**src/rtl/ame_max_search_pkg.sv**
```systemverilog
// rtl/ame_max_search_pkg.sv - shared constants, state type and index-width helper for the max search
package ame_max_search_pkg;

  localparam int DEF_COMP_DATA_BITS = 64;
  localparam int DEF_COMP_NUM       = 8;
  localparam int DEF_COMP_ROWS      = 16;

  typedef enum logic [1:0] {
    ST_IDLE  = 2'd0,
    ST_RUN   = 2'd1,
    ST_DRAIN = 2'd2,
    ST_DONE  = 2'd3
  } state_t;

  function automatic int row_idx_bits(input int rows);
    return (rows > 1) ? $clog2(rows) : 1;
  endfunction

endpackage

```
**src/rtl/ame_max_search_if.sv**
```systemverilog
// rtl/ame_max_search_if.sv - control, beat stream and result bundle of the max search
interface ame_max_search_if
  import ame_max_search_pkg::*;
#(
  parameter int COMP_DATA_BITS = DEF_COMP_DATA_BITS,
  parameter int COMP_NUM       = DEF_COMP_NUM,
  parameter int COMP_ROWS      = DEF_COMP_ROWS
) ();

  localparam int COL_IDX_BITS = $clog2(COMP_NUM);
  localparam int ROW_IDX_BITS = row_idx_bits(COMP_ROWS);

  logic                                     comp_init_i;
  logic                                     comp_abs_i;
  logic                                     comp_valid_i;
  logic                                     comp_ready_o;
  logic [COMP_NUM-1:0][COMP_DATA_BITS-1:0]  comp_data_i;
  logic [COMP_NUM-1:0]                      comp_data_mask_i;
  logic                                     comp_busy_o;
  logic                                     comp_done_o;
  logic [COMP_DATA_BITS-1:0]                comp_data_o;
  logic [ROW_IDX_BITS-1:0]                  comp_data_row_o;
  logic [COL_IDX_BITS-1:0]                  comp_data_col_o;

  modport master (
    output comp_init_i, comp_abs_i, comp_valid_i, comp_data_i, comp_data_mask_i,
    input  comp_ready_o, comp_busy_o, comp_done_o, comp_data_o, comp_data_row_o, comp_data_col_o
  );

  modport slave (
    input  comp_init_i, comp_abs_i, comp_valid_i, comp_data_i, comp_data_mask_i,
    output comp_ready_o, comp_busy_o, comp_done_o, comp_data_o, comp_data_row_o, comp_data_col_o
  );

endinterface

```
**src/rtl/ame_max_tree.sv**
```systemverilog
// rtl/ame_max_tree.sv - pipelined pairwise max reduction over NUM unsigned lane keys, one register per level
module ame_max_tree #(
  parameter int KEY_BITS = 64,
  parameter int NUM      = 8,
  parameter int ROW_BITS = 4
) (
  input  logic                          clk_i,
  input  logic                          rst_i,
  input  logic                          in_valid,
  input  logic [NUM-1:0][KEY_BITS-1:0]  in_key,
  input  logic [ROW_BITS-1:0]           in_row,
  output logic                          out_valid,
  output logic [KEY_BITS-1:0]           out_key,
  output logic [$clog2(NUM)-1:0]        out_col,
  output logic [ROW_BITS-1:0]           out_row,
  output logic                          pipe_busy
);

  localparam int COL_BITS = $clog2(NUM);
  localparam int STAGES   = $clog2(NUM);

  // Heap layout: nodes 0..NUM-2 are registered comparators, NUM-1..2*NUM-2 are the lanes in order,
  // so a left child always covers lower lanes than its right sibling.
  logic [KEY_BITS-1:0] node_key [NUM-1];
  logic [COL_BITS-1:0] node_col [NUM-1];
  logic [KEY_BITS-1:0] all_key  [2*NUM-1];
  logic [COL_BITS-1:0] all_col  [2*NUM-1];
  logic [STAGES-1:0]   vld;
  logic [ROW_BITS-1:0] row_sr   [STAGES];

  always_comb begin
    for (int i = 0; i < NUM-1; i++) begin
      all_key[i] = node_key[i];
      all_col[i] = node_col[i];
    end
    for (int j = 0; j < NUM; j++) begin
      all_key[NUM-1+j] = in_key[j];
      all_col[NUM-1+j] = COL_BITS'(j);
    end
  end

  // The right (higher-lane) child wins only on a strictly greater key.
  always_ff @(posedge clk_i) begin
    for (int i = 0; i < NUM-1; i++) begin
      if (all_key[2*i+2] > all_key[2*i+1]) begin
        node_key[i] <= all_key[2*i+2];
        node_col[i] <= all_col[2*i+2];
      end else begin
        node_key[i] <= all_key[2*i+1];
        node_col[i] <= all_col[2*i+1];
      end
    end
  end

  always_ff @(posedge clk_i) begin
    if (rst_i) begin
      vld <= '0;
    end else begin
      vld[0] <= in_valid;
      for (int k = 1; k < STAGES; k++) vld[k] <= vld[k-1];
    end
  end

  always_ff @(posedge clk_i) begin
    row_sr[0] <= in_row;
    for (int k = 1; k < STAGES; k++) row_sr[k] <= row_sr[k-1];
  end

  assign out_valid = vld[STAGES-1];
  assign out_key   = all_key[0];
  assign out_col   = all_col[0];
  assign out_row   = row_sr[STAGES-1];
  assign pipe_busy = |vld;

endmodule

```
**src/rtl/ame_max_search.sv**
```systemverilog
// rtl/ame_max_search.sv - finds the maximum (signed or magnitude) lane value and its position over COMP_ROWS beats
module ame_max_search
  import ame_max_search_pkg::*;
#(
  parameter int COMP_DATA_BITS = DEF_COMP_DATA_BITS,
  parameter int COMP_NUM       = DEF_COMP_NUM,
  parameter int COMP_ROWS      = DEF_COMP_ROWS
) (
  input  logic               clk_i,
  input  logic               rst_i,
  ame_max_search_if.slave    bus
);

  localparam int COL_IDX_BITS = $clog2(COMP_NUM);
  localparam int ROW_IDX_BITS = row_idx_bits(COMP_ROWS);
  localparam int TREE_STAGES  = $clog2(COMP_NUM);
  localparam logic [ROW_IDX_BITS-1:0] LAST_ROW = ROW_IDX_BITS'(COMP_ROWS - 1);
  localparam int MSB = COMP_DATA_BITS - 1;

  state_t                                  state, state_nx;
  logic [ROW_IDX_BITS-1:0]                 beat_cnt;
  logic                                    abs_mode;
  logic                                    accept;
  logic [COMP_NUM-1:0][COMP_DATA_BITS-1:0] lane_key;

  logic                      t_valid, t_busy;
  logic [COMP_DATA_BITS-1:0] t_key;
  logic [COL_IDX_BITS-1:0]   t_col;
  logic [ROW_IDX_BITS-1:0]   t_row;

  logic [COMP_DATA_BITS-1:0] best_key;
  logic [COL_IDX_BITS-1:0]   best_col;
  logic [ROW_IDX_BITS-1:0]   best_row;

  logic [COMP_DATA_BITS-1:0] res_data;
  logic [COL_IDX_BITS-1:0]   res_col;
  logic [ROW_IDX_BITS-1:0]   res_row;

  assign accept = (state == ST_RUN) && bus.comp_valid_i;

  // Keys are unsigned so one comparator serves both modes: signed values are mapped to offset
  // binary (MSB flipped), which puts the most negative value at 0, same as a masked lane.
  always_comb begin
    for (int j = 0; j < COMP_NUM; j++) begin
      lane_key[j] = '0;
      if (!bus.comp_data_mask_i[j]) begin
        if (abs_mode)
          lane_key[j] = bus.comp_data_i[j][MSB] ? (COMP_DATA_BITS'(0) - bus.comp_data_i[j])
                                                : bus.comp_data_i[j];
        else
          lane_key[j] = {~bus.comp_data_i[j][MSB], bus.comp_data_i[j][MSB-1:0]};
      end
    end
  end

  ame_max_tree #(
    .KEY_BITS (COMP_DATA_BITS),
    .NUM      (COMP_NUM),
    .ROW_BITS (ROW_IDX_BITS)
  ) u_tree (
    .clk_i     (clk_i),
    .rst_i     (rst_i),
    .in_valid  (accept),
    .in_key    (lane_key),
    .in_row    (beat_cnt),
    .out_valid (t_valid),
    .out_key   (t_key),
    .out_col   (t_col),
    .out_row   (t_row),
    .pipe_busy (t_busy)
  );

  always_comb begin
    state_nx = state;
    case (state)
      ST_IDLE:  if (bus.comp_init_i) state_nx = ST_RUN;
      ST_RUN:   if (accept && beat_cnt == LAST_ROW) state_nx = ST_DRAIN;
      ST_DRAIN: if (!t_busy) state_nx = ST_DONE;
      ST_DONE:  state_nx = ST_IDLE;
      default:  state_nx = ST_IDLE;
    endcase
  end

  always_ff @(posedge clk_i) begin
    if (rst_i) begin
      state    <= ST_IDLE;
      beat_cnt <= '0;
      abs_mode <= 1'b0;
      res_data <= '0;
      res_row  <= '0;
      res_col  <= '0;
    end else begin
      state <= state_nx;
      if (state == ST_IDLE && bus.comp_init_i) begin
        beat_cnt <= '0;
        abs_mode <= bus.comp_abs_i;
      end else if (accept) begin
        beat_cnt <= beat_cnt + 1'b1;
      end
      if (state == ST_DRAIN && state_nx == ST_DONE) begin
        res_data <= abs_mode ? best_key : {~best_key[MSB], best_key[MSB-1:0]};
        res_row  <= best_row;
        res_col  <= best_col;
      end
    end
  end

  // Beat 0 always seeds the running max; later beats replace it only when strictly greater.
  always_ff @(posedge clk_i) begin
    if (t_valid && (t_row == '0 || t_key > best_key)) begin
      best_key <= t_key;
      best_col <= t_col;
      best_row <= t_row;
    end
  end

  assign bus.comp_ready_o    = (state == ST_RUN);
  assign bus.comp_busy_o     = (state != ST_IDLE);
  assign bus.comp_done_o     = (state == ST_DONE);
  assign bus.comp_data_o     = res_data;
  assign bus.comp_data_row_o = res_row;
  assign bus.comp_data_col_o = res_col;

endmodule

```
**src/flat_wrapper.sv**
```systemverilog
// flat-port wrapper written by rule: the top's interface ports become plain ports
module ame_max_search_flat import ame_max_search_pkg::*;
#(
  parameter int COMP_DATA_BITS = DEF_COMP_DATA_BITS,
  parameter int COMP_NUM       = DEF_COMP_NUM,
  parameter int COMP_ROWS      = DEF_COMP_ROWS
)
  (clk_i, rst_i, bus_comp_init_i, bus_comp_abs_i, bus_comp_valid_i, bus_comp_data_i, bus_comp_data_mask_i, bus_comp_ready_o, bus_comp_busy_o, bus_comp_done_o, bus_comp_data_o, bus_comp_data_row_o, bus_comp_data_col_o);
  ame_max_search_if #(.COMP_DATA_BITS(COMP_DATA_BITS), .COMP_NUM(COMP_NUM), .COMP_ROWS(COMP_ROWS)) bus_i ();
  input  logic clk_i;
  input  logic rst_i;
  input wire logic [$bits(bus_i.comp_init_i)-1:0] bus_comp_init_i;
  input wire logic [$bits(bus_i.comp_abs_i)-1:0] bus_comp_abs_i;
  input wire logic [$bits(bus_i.comp_valid_i)-1:0] bus_comp_valid_i;
  input wire logic [$bits(bus_i.comp_data_i)-1:0] bus_comp_data_i;
  input wire logic [$bits(bus_i.comp_data_mask_i)-1:0] bus_comp_data_mask_i;
  output wire logic [$bits(bus_i.comp_ready_o)-1:0] bus_comp_ready_o;
  output wire logic [$bits(bus_i.comp_busy_o)-1:0] bus_comp_busy_o;
  output wire logic [$bits(bus_i.comp_done_o)-1:0] bus_comp_done_o;
  output wire logic [$bits(bus_i.comp_data_o)-1:0] bus_comp_data_o;
  output wire logic [$bits(bus_i.comp_data_row_o)-1:0] bus_comp_data_row_o;
  output wire logic [$bits(bus_i.comp_data_col_o)-1:0] bus_comp_data_col_o;
  assign bus_i.comp_init_i = bus_comp_init_i;
  assign bus_i.comp_abs_i = bus_comp_abs_i;
  assign bus_i.comp_valid_i = bus_comp_valid_i;
  assign bus_i.comp_data_i = bus_comp_data_i;
  assign bus_i.comp_data_mask_i = bus_comp_data_mask_i;
  assign bus_comp_ready_o = bus_i.comp_ready_o;
  assign bus_comp_busy_o = bus_i.comp_busy_o;
  assign bus_comp_done_o = bus_i.comp_done_o;
  assign bus_comp_data_o = bus_i.comp_data_o;
  assign bus_comp_data_row_o = bus_i.comp_data_row_o;
  assign bus_comp_data_col_o = bus_i.comp_data_col_o;
  ame_max_search #(.COMP_DATA_BITS(COMP_DATA_BITS), .COMP_NUM(COMP_NUM), .COMP_ROWS(COMP_ROWS)) u_core (.clk_i(clk_i), .rst_i(rst_i), .bus(bus_i));
endmodule
```
**config.mk**
```make
export PLATFORM = sky130hd
export DESIGN_NAME = ame_max_search_flat
export DESIGN_NICKNAME = d
export VERILOG_FILES = /design/src/rtl/ame_max_search_pkg.sv /design/src/rtl/ame_max_search_if.sv /design/src/rtl/ame_max_tree.sv /design/src/rtl/ame_max_search.sv /design/src/flat_wrapper.sv
export SDC_FILE = /design/constraint.sdc
export NUM_CORES = 2
export LEC_CHECK = 0
export BUFFER_PORTS_ARGS = -buffer_cell sky130_fd_sc_hd__buf_4
export CORE_UTILIZATION = 35
export CTS_CLUSTER_DIAMETER = 100
export DETAILED_ROUTE_END_ITERATION = 6
export HOLD_SLACK_MARGIN = 0.02
export PLACE_DENSITY_LB_ADDON = 0.1
export RECOVER_POWER = 100
export SETUP_SLACK_MARGIN = 0.15
export SLEW_MARGIN = 15
export SYNTH_ARGS = -nofsm -noshare
export SYNTH_HDL_FRONTEND = slang
export SYNTH_SLANG_ARGS = --single-unit
```
**constraint.sdc**
```tcl
create_clock -name clk_i -period 6.08 [get_ports clk_i]
set_input_delay 0.912 -clock clk_i [delete_from_list [all_inputs] [get_ports clk_i]]
set_output_delay 0.912 -clock clk_i [all_outputs]
set_load 0.1 [all_outputs]
```
=== Yosys cells after proc, flatten, opt, wreduce, memory -nomap -nowiden ===
Memories as Yosys holds them, arrays and structs flattened. A register that Yosys moved wholly into a read port is not among the register bits.
Index checks and enable logic that the tools add are counted.

* Input bits: 525
* Output and inout bits: 74
* Bits in registers: 149
* Bits in writable memories: 481
* Word-level logic and storage cells: 132
* Memories: 3

* Equality and inequality tests: 5
* Reduce and logical (&&, ||, !) cells: 11
* Muxes and demuxes: 64
* Add/sub/neg operators: 9
* $lt $le $gt $ge: 8
* Bitwise gates (word level): 23

{| class="wikitable"
|+ Memory list
! name !! depth !! bits a word !! rd ports !! clocked after memory_dff !! write ports !! line !! RTL
|-
| u_core.u_tree.node_key || 7 || 64 || 7 || 0 || 7 || ame_max_tree.sv:24 || <nowiki>logic [KEY_BITS-1:0] node_key [NUM-1];</nowiki>
|-
| u_core.u_tree.node_col || 7 || 3 || 7 || 1 || 7 || ame_max_tree.sv:25 || <nowiki>logic [COL_BITS-1:0] node_col [NUM-1];</nowiki>
|-
| u_core.u_tree.row_sr || 3 || 4 || 3 || 0 || 3 || ame_max_tree.sv:29 || <nowiki>logic [ROW_BITS-1:0] row_sr [STAGES];</nowiki>
|}

{| class="wikitable"
|+ Operator list
! cell !! count
|-
| $mux W64 || 32
|-
| $gt A64 B64 Y1 || 8
|-
| $sub A1 B64 Y64 const A || 8
|-
| $mux W1 || 21
|-
| $mux W3 || 7
|-
| $or A1 B1 Y1 || 14
|-
| $not A1 Y1 || 9
|-
| $pmux W2 S4 || 1
|-
| $eq A2 B2 Y1 const B || 3
|-
| $mux W2 || 3
|-
| $logic_and A1 B1 Y1 || 5
|-
| $add A4 B1 Y4 const B || 1
|-
| $eq A4 B4 Y1 const B || 1
|-
| $logic_not A4 Y1 || 1
|-
| $reduce_or A3 Y1 || 1
|-
| $eq A2 B1 Y1 const B || 1
|-
| $logic_not A2 Y1 || 1
|-
| $reduce_bool A2 Y1 || 1
|-
| $reduce_or A2 Y1 || 1
|-
| $logic_or A1 B1 Y1 || 1
|}

=== Longest topological paths before layout ===
* Word-level depth: 8
* Depth in mapped cells: 22
* Gate-level depth less buffers: 19

=== Hierarchy ===
Synthesis repeated with hierarchy kept, for this count alone.

* Cells, all modules: 5,797
* Area total of the unflattened synthesis: 47,908.4 um2

{| class="wikitable"
|+ By module, submodules not included
! module !! area each (um2) !! cells each !! seq. area each (um2) !! instances
|-
| ame_max_tree || 26,964.6 || 2,675 || 9,489.1 || 1
|-
| ame_max_search || 20,943.8 || 3,122 || 3,693.5 || 1
|}

=== Worst setup path after synthesis ===
Ideal clock, no wire load.

* Path kind: input port to flip-flop
* Start point: in bus_comp_data_i[333]
* End point: mem u_core.u_tree.node_key[5][54] (netlist: u_core.u_tree.node_key[1][118])
* Data arrival time: 5,933 ps
* Data required time: 5,959 ps
* Library setup time: 121 ps
* Stages: 19
* Path buffers: 2
* Setup slack: 26 ps
* Path through: or4_1 > nor4_4 > nand4_2 > or4_4 > o41ai_2 > xor2_1 > or2_1 > inv_1 > ha_1 > nand4_1 > nor4_1 > nand2_1 > nor4_1 > o21a_1 > nor4_1 > a31oi_1 > clkbuf_1 > buf_1 > mux2_2

{| class="wikitable"
|+ RTL lines
! what !! line !! RTL
|-
| start, declared || flat_wrapper.sv:15 || <nowiki>input wire logic [$bits(bus_i.comp_data_i)-1:0] bus_comp_data_i;</nowiki>
|-
| end, declared || ame_max_tree.sv:24 ||
|}

==> summary.md <==
| Metric | Value |
|---|---|
| Status | finished, violations left |
| Failing checks | capacitance limit, slew limit |
| Die H | 365 um |
| Final hold vios | 0 |
| Max IR drop VDD | 0.240 mV |
| Clock transition at path regs | 60 ps |
| CP Cell Sequence | clkbuf_1 > or4_1 > or4_1 > clkbuf_4 > or4_2 > a21oi_1 > o21ai_0 > xor2_1 > nand2b_1 > ha_1 > nand4_1 > nor3_1 > nand2_1 > nor4_1 > a31oi_1 > a21oi_4 > clkbuf_1 > or3b_2 > o21ai_0 |
| Overflow after GRT | 0 |
| Critical Path AT | between 6000 and 7000 ps |
| Synth top cells by count | dfxtp_1 (552), ha_1 (521), nor2_1 (492) |
| Synth warn | 0 |
| Post-CTS Resized | 0 |
| Setup CP Type | input port to register |
| Via density | 5.31 |
| Crit. End Element | register |
| Min Tclk post-route | 5640 ps |
| Total Power | 0.0158 W |
| Hold Path Class | register to register |
| FP Rows | 132 |
| RSZ-0062 raised after global routing | no |
| Net count reported at finish | 7253 |
| Port-buffer cells | 598 |
| Critical Path Start Type | input port |
| Horiz. Die Dim | between 300 and 400 um |
| I/O pin count | 599 |
| Most used DFF post-synth | dfxtp_1 |
| DR pass1 iterations | 6 |
| CTS tree | built |
| Vias in the first global route | 41000 |
| CP bufs+invs | 3 |
| Cell Area, Synth | 46100 um2 |
| Share of flip-flops with an asynchronous set or reset | 0 |
| Starting Density | 0.354 |
| Top cell type's share of synthesized area | 0.240 |
| Detailed Place HPWL | 148000 um |
| # hold bufs at CTS | 0 |
| Switching Share | 0.353 |
| Final Cycle Share | 0.927 |
| Worst slew margin | -1.42 |
| Internal | 0.0103 W |
| Post-CTS Setup Inserts | 0 |
| Most numerous cell in the Yosys netlist | dfxtp_1 |
| CTS root buffer | clkbuf_16 |
| Worst Path Max Fanout | 7 |
| Clock sinks | between 600 and 700 |
| Clk network pwr share | 0.303 |
| Number of DRC markers in iteration 0 | 3103 |
| Syn avg cell area | 8.21 um2 |
| Die area | 133000 um2 |
| Total Routed Length | 177000 um |
| Seq pwr share | 0.362 |
| Post-route ant nets | 0 |
| GR Util All Layers | 0.258 |
| CORE AREA | 130000 um2 |
| Clock Tree Buf Depth | 3 |
| Synth unique cells | ~80 |
| DP Worst Slack | -77.0 ps |
| Synth area leaders | dfxtp_1 (24%), ha_1 (14%), mux2_2 (6.2%), edfxtp_1 (4.6%), a21oi_1 (4.5%) |
| CTS H-tree depth | 3 |
| Synth Register Bits | 623 |
| First-pass GRT wire length | approximately 260000 um |
| Worst Skew | roughly 40 ps |
| CP max stage cell | or4_2 |
| Leakage power | 23.4 nW |
| DRC violations left | 0 |
| DR WL/cell | 22.1 um |
| Switching power | about 0.0056 W |
| Number of synthesized flops with an enable pin | 71 |
| PwrDens | ~290 nW/um2 |
| Antenna violations before repair | 6 |
| FMAX | 177 MHz |
| Vias | 42600 |
| PnR worst setup slack | 442 ps |
| Worst-skew pair later-pin latency | 660 ps |
| Final Slew Violations | 213 |
| Max stage delay on crit path | 670 ps |
| Largest net degree at the start of global routing | 101 |
| Max-cap check violation count | 5 |
| TritonCTS buffer count | 73 |
| Layout cells sized above 1 | 0.166 |
| Combinational power share | 0.335 |
| Worst Max-Slew Pin Slew | about 3600 ps |
| Most area-hungry cell type in the Yosys netlist | dfxtp_1 |
| Synth Net Count | 6662 |
| Synthesized instance count | ~5600 |
| # setup viols final | 0 |
| Register area share after synthesis | 0.286 |
| Required @ worst endpoint | between 6000 and 7000 ps |
| Area Overhead vs Synth | 20.3% |
| Critical path's top delay family | simple AND/OR/NAND/NOR gates |
| GPL Wtd Cong | about 0.95 |
sequential cells by signal (all words and copies together), names as in the netlist:
name / count
u_core.best_col: 3
u_core.bus.comp_data_col_o: 3
u_core.abs_mode: 1
u_core.beat_cnt: 4
u_core.bus.comp_data_o: 64
u_core.state: 2
u_core.u_tree.node_col: 11
u_core.u_tree.node_key: 448
u_core.best_row: 4
u_core.bus.comp_data_row_o: 4
u_core.best_key: 64
u_core.u_tree.row_sr: 12
u_core.u_tree.vld: 3
metal layers:
metal / vias to the layer above / wire, um / track usage
li1: 21100 / - / -
met2: 1136 / 77800 / 0.406
met5: - / 0 / 0
met1: 20200 / 86300 / 0.373
met3: 185 / 8770 / 0.0263
met4: 0 / 4210 / 0.0621
layout by cell type (no fill, tap or decap), drive strengths merged, types with 10 or more instances in the layout:
master / netlist / layout
a21oi: 419 / 419
nor4: 96 / 96
o31ai: 76 / 76
xor2: 214 / 214
nor3: 141 / 141
nor2b: 21 / 21
nand4: 111 / 111
mux2i: 36 / 36
a211oi: 13 / 13
or2: 91 / 91
a221oi: 26 / 26
nand3: 77 / 77
nor4b: 10 / 10
and2: 30 / 30
a31oi: 59 / 59
edfxtp: 71 / 71
xnor2: 239 / 239
and4: 18 / 18
o21bai: 14 / 14
a221o: 12 / 12
nor3b: 17 / 17
o41ai: 39 / 39
and3: 15 / 15
clkbuf: 208 / 196
a21o: 96 / 96
o21ai: 324 / 324
clkinv: 0 / 18
bufinv: 0 / 11
nand2: 446 / 446
nand2b: 166 / 166
nor2: 492 / 492
ha: 521 / 521
mux2: 254 / 254
dfxtp: 552 / 552
or3b: 12 / 12
buf: 30 / 655
o211ai: 10 / 10
or3: 104 / 104
inv: 400 / 406
or4: 93 / 93
worst reg2reg max path: stages, from the launching register on:
cell	delay (ps)
dfxtp_2	720
buf_4	420
and2_1	660
nand2_1	380
nand2_1	150
nor3_1	80
a31oi_1	230
xnor2_1	140
or2_2	300
ha_1	280
nand4_1	150
nor3_1	210
nand2_1	150
nor4_1	400
a31oi_1	200
a21oi_4	190
clkbuf_1	330
or3b_2	470
o21ai_0	80
logic make-up after synthesis:
family | share of synthesized area
mux | 0.0699
fa+ha+maj | 0.141
flops | 0.286
compound gates | 0.146
buf+inv | 0.0525
xor+xnor | 0.0861
simple gates | 0.218
path summary, 6_finish.rpt:
| check | from | endpoint | slack [ps] | cells after the start |
|---|---|---|---|---|
| worst max register to register | u_core.abs_mode | u_core.u_tree.node_key[0][240] | 450 | 18 |
| worst min-delay path | u_core.u_tree.row_sr[0][6] | u_core.u_tree.row_sr[0][10] | 330 | 0 |
| worst min register to register | u_core.u_tree.row_sr[0][6] | u_core.u_tree.row_sr[0][10] | 330 | 0 |
| worst max-delay path | bus_comp_data_i[20] | u_core.u_tree.node_key[0][240] | 440 | 19 |
power groups by stage:
| stage | combinational (W) | sequential, W | clock [W] |
|---|---|---|---|
| after global routing | 0.00590 | 0.00580 | 0.00506 |
| after floorplan | 0.00359 | 0.00533 | 0 |
| final | 0.00531 | 0.00574 | 0.00480 |
| after detailed placement | 0.00540 | 0.00582 | 0 |
| after global placement | 0.00537 | 0.00582 | 0 |
| after CTS | 0.00545 | 0.00574 | 0.00490 |
final cells by class:
cell class	instances	area (um2)
fill	13400	74700
multi-input combinational	4355	30500
sequential	623	13200
timing repair buffer	754	5400
tap	1742	2180
clock buffer	97	2070
inverter	400	1500
clock inverter	37	584
antenna	6	15.0
per-stage QoR:
| stage | utilization | instances | TNS, ps | hold slack (ps) | area (um2) |
|---|---|---|---|---|---|
| finish | 0.426 | 8014 | 0 | 325 | 55500 |
| global route | 0.426 | 8009 | 0 | 335 | 55500 |
| CTS | 0.429 | 8008 | 0 | 326 | 55900 |
| detailed placement | 0.409 | 7874 | -2120 | 312 | 53200 |
| global placement | 0.409 | 7874 | -43.7 | 311 | 53200 |
| floorplan | - | 5616 | 0 | 310 | 46100 |
Note: power is estimated with default switching activity, not from simulation.
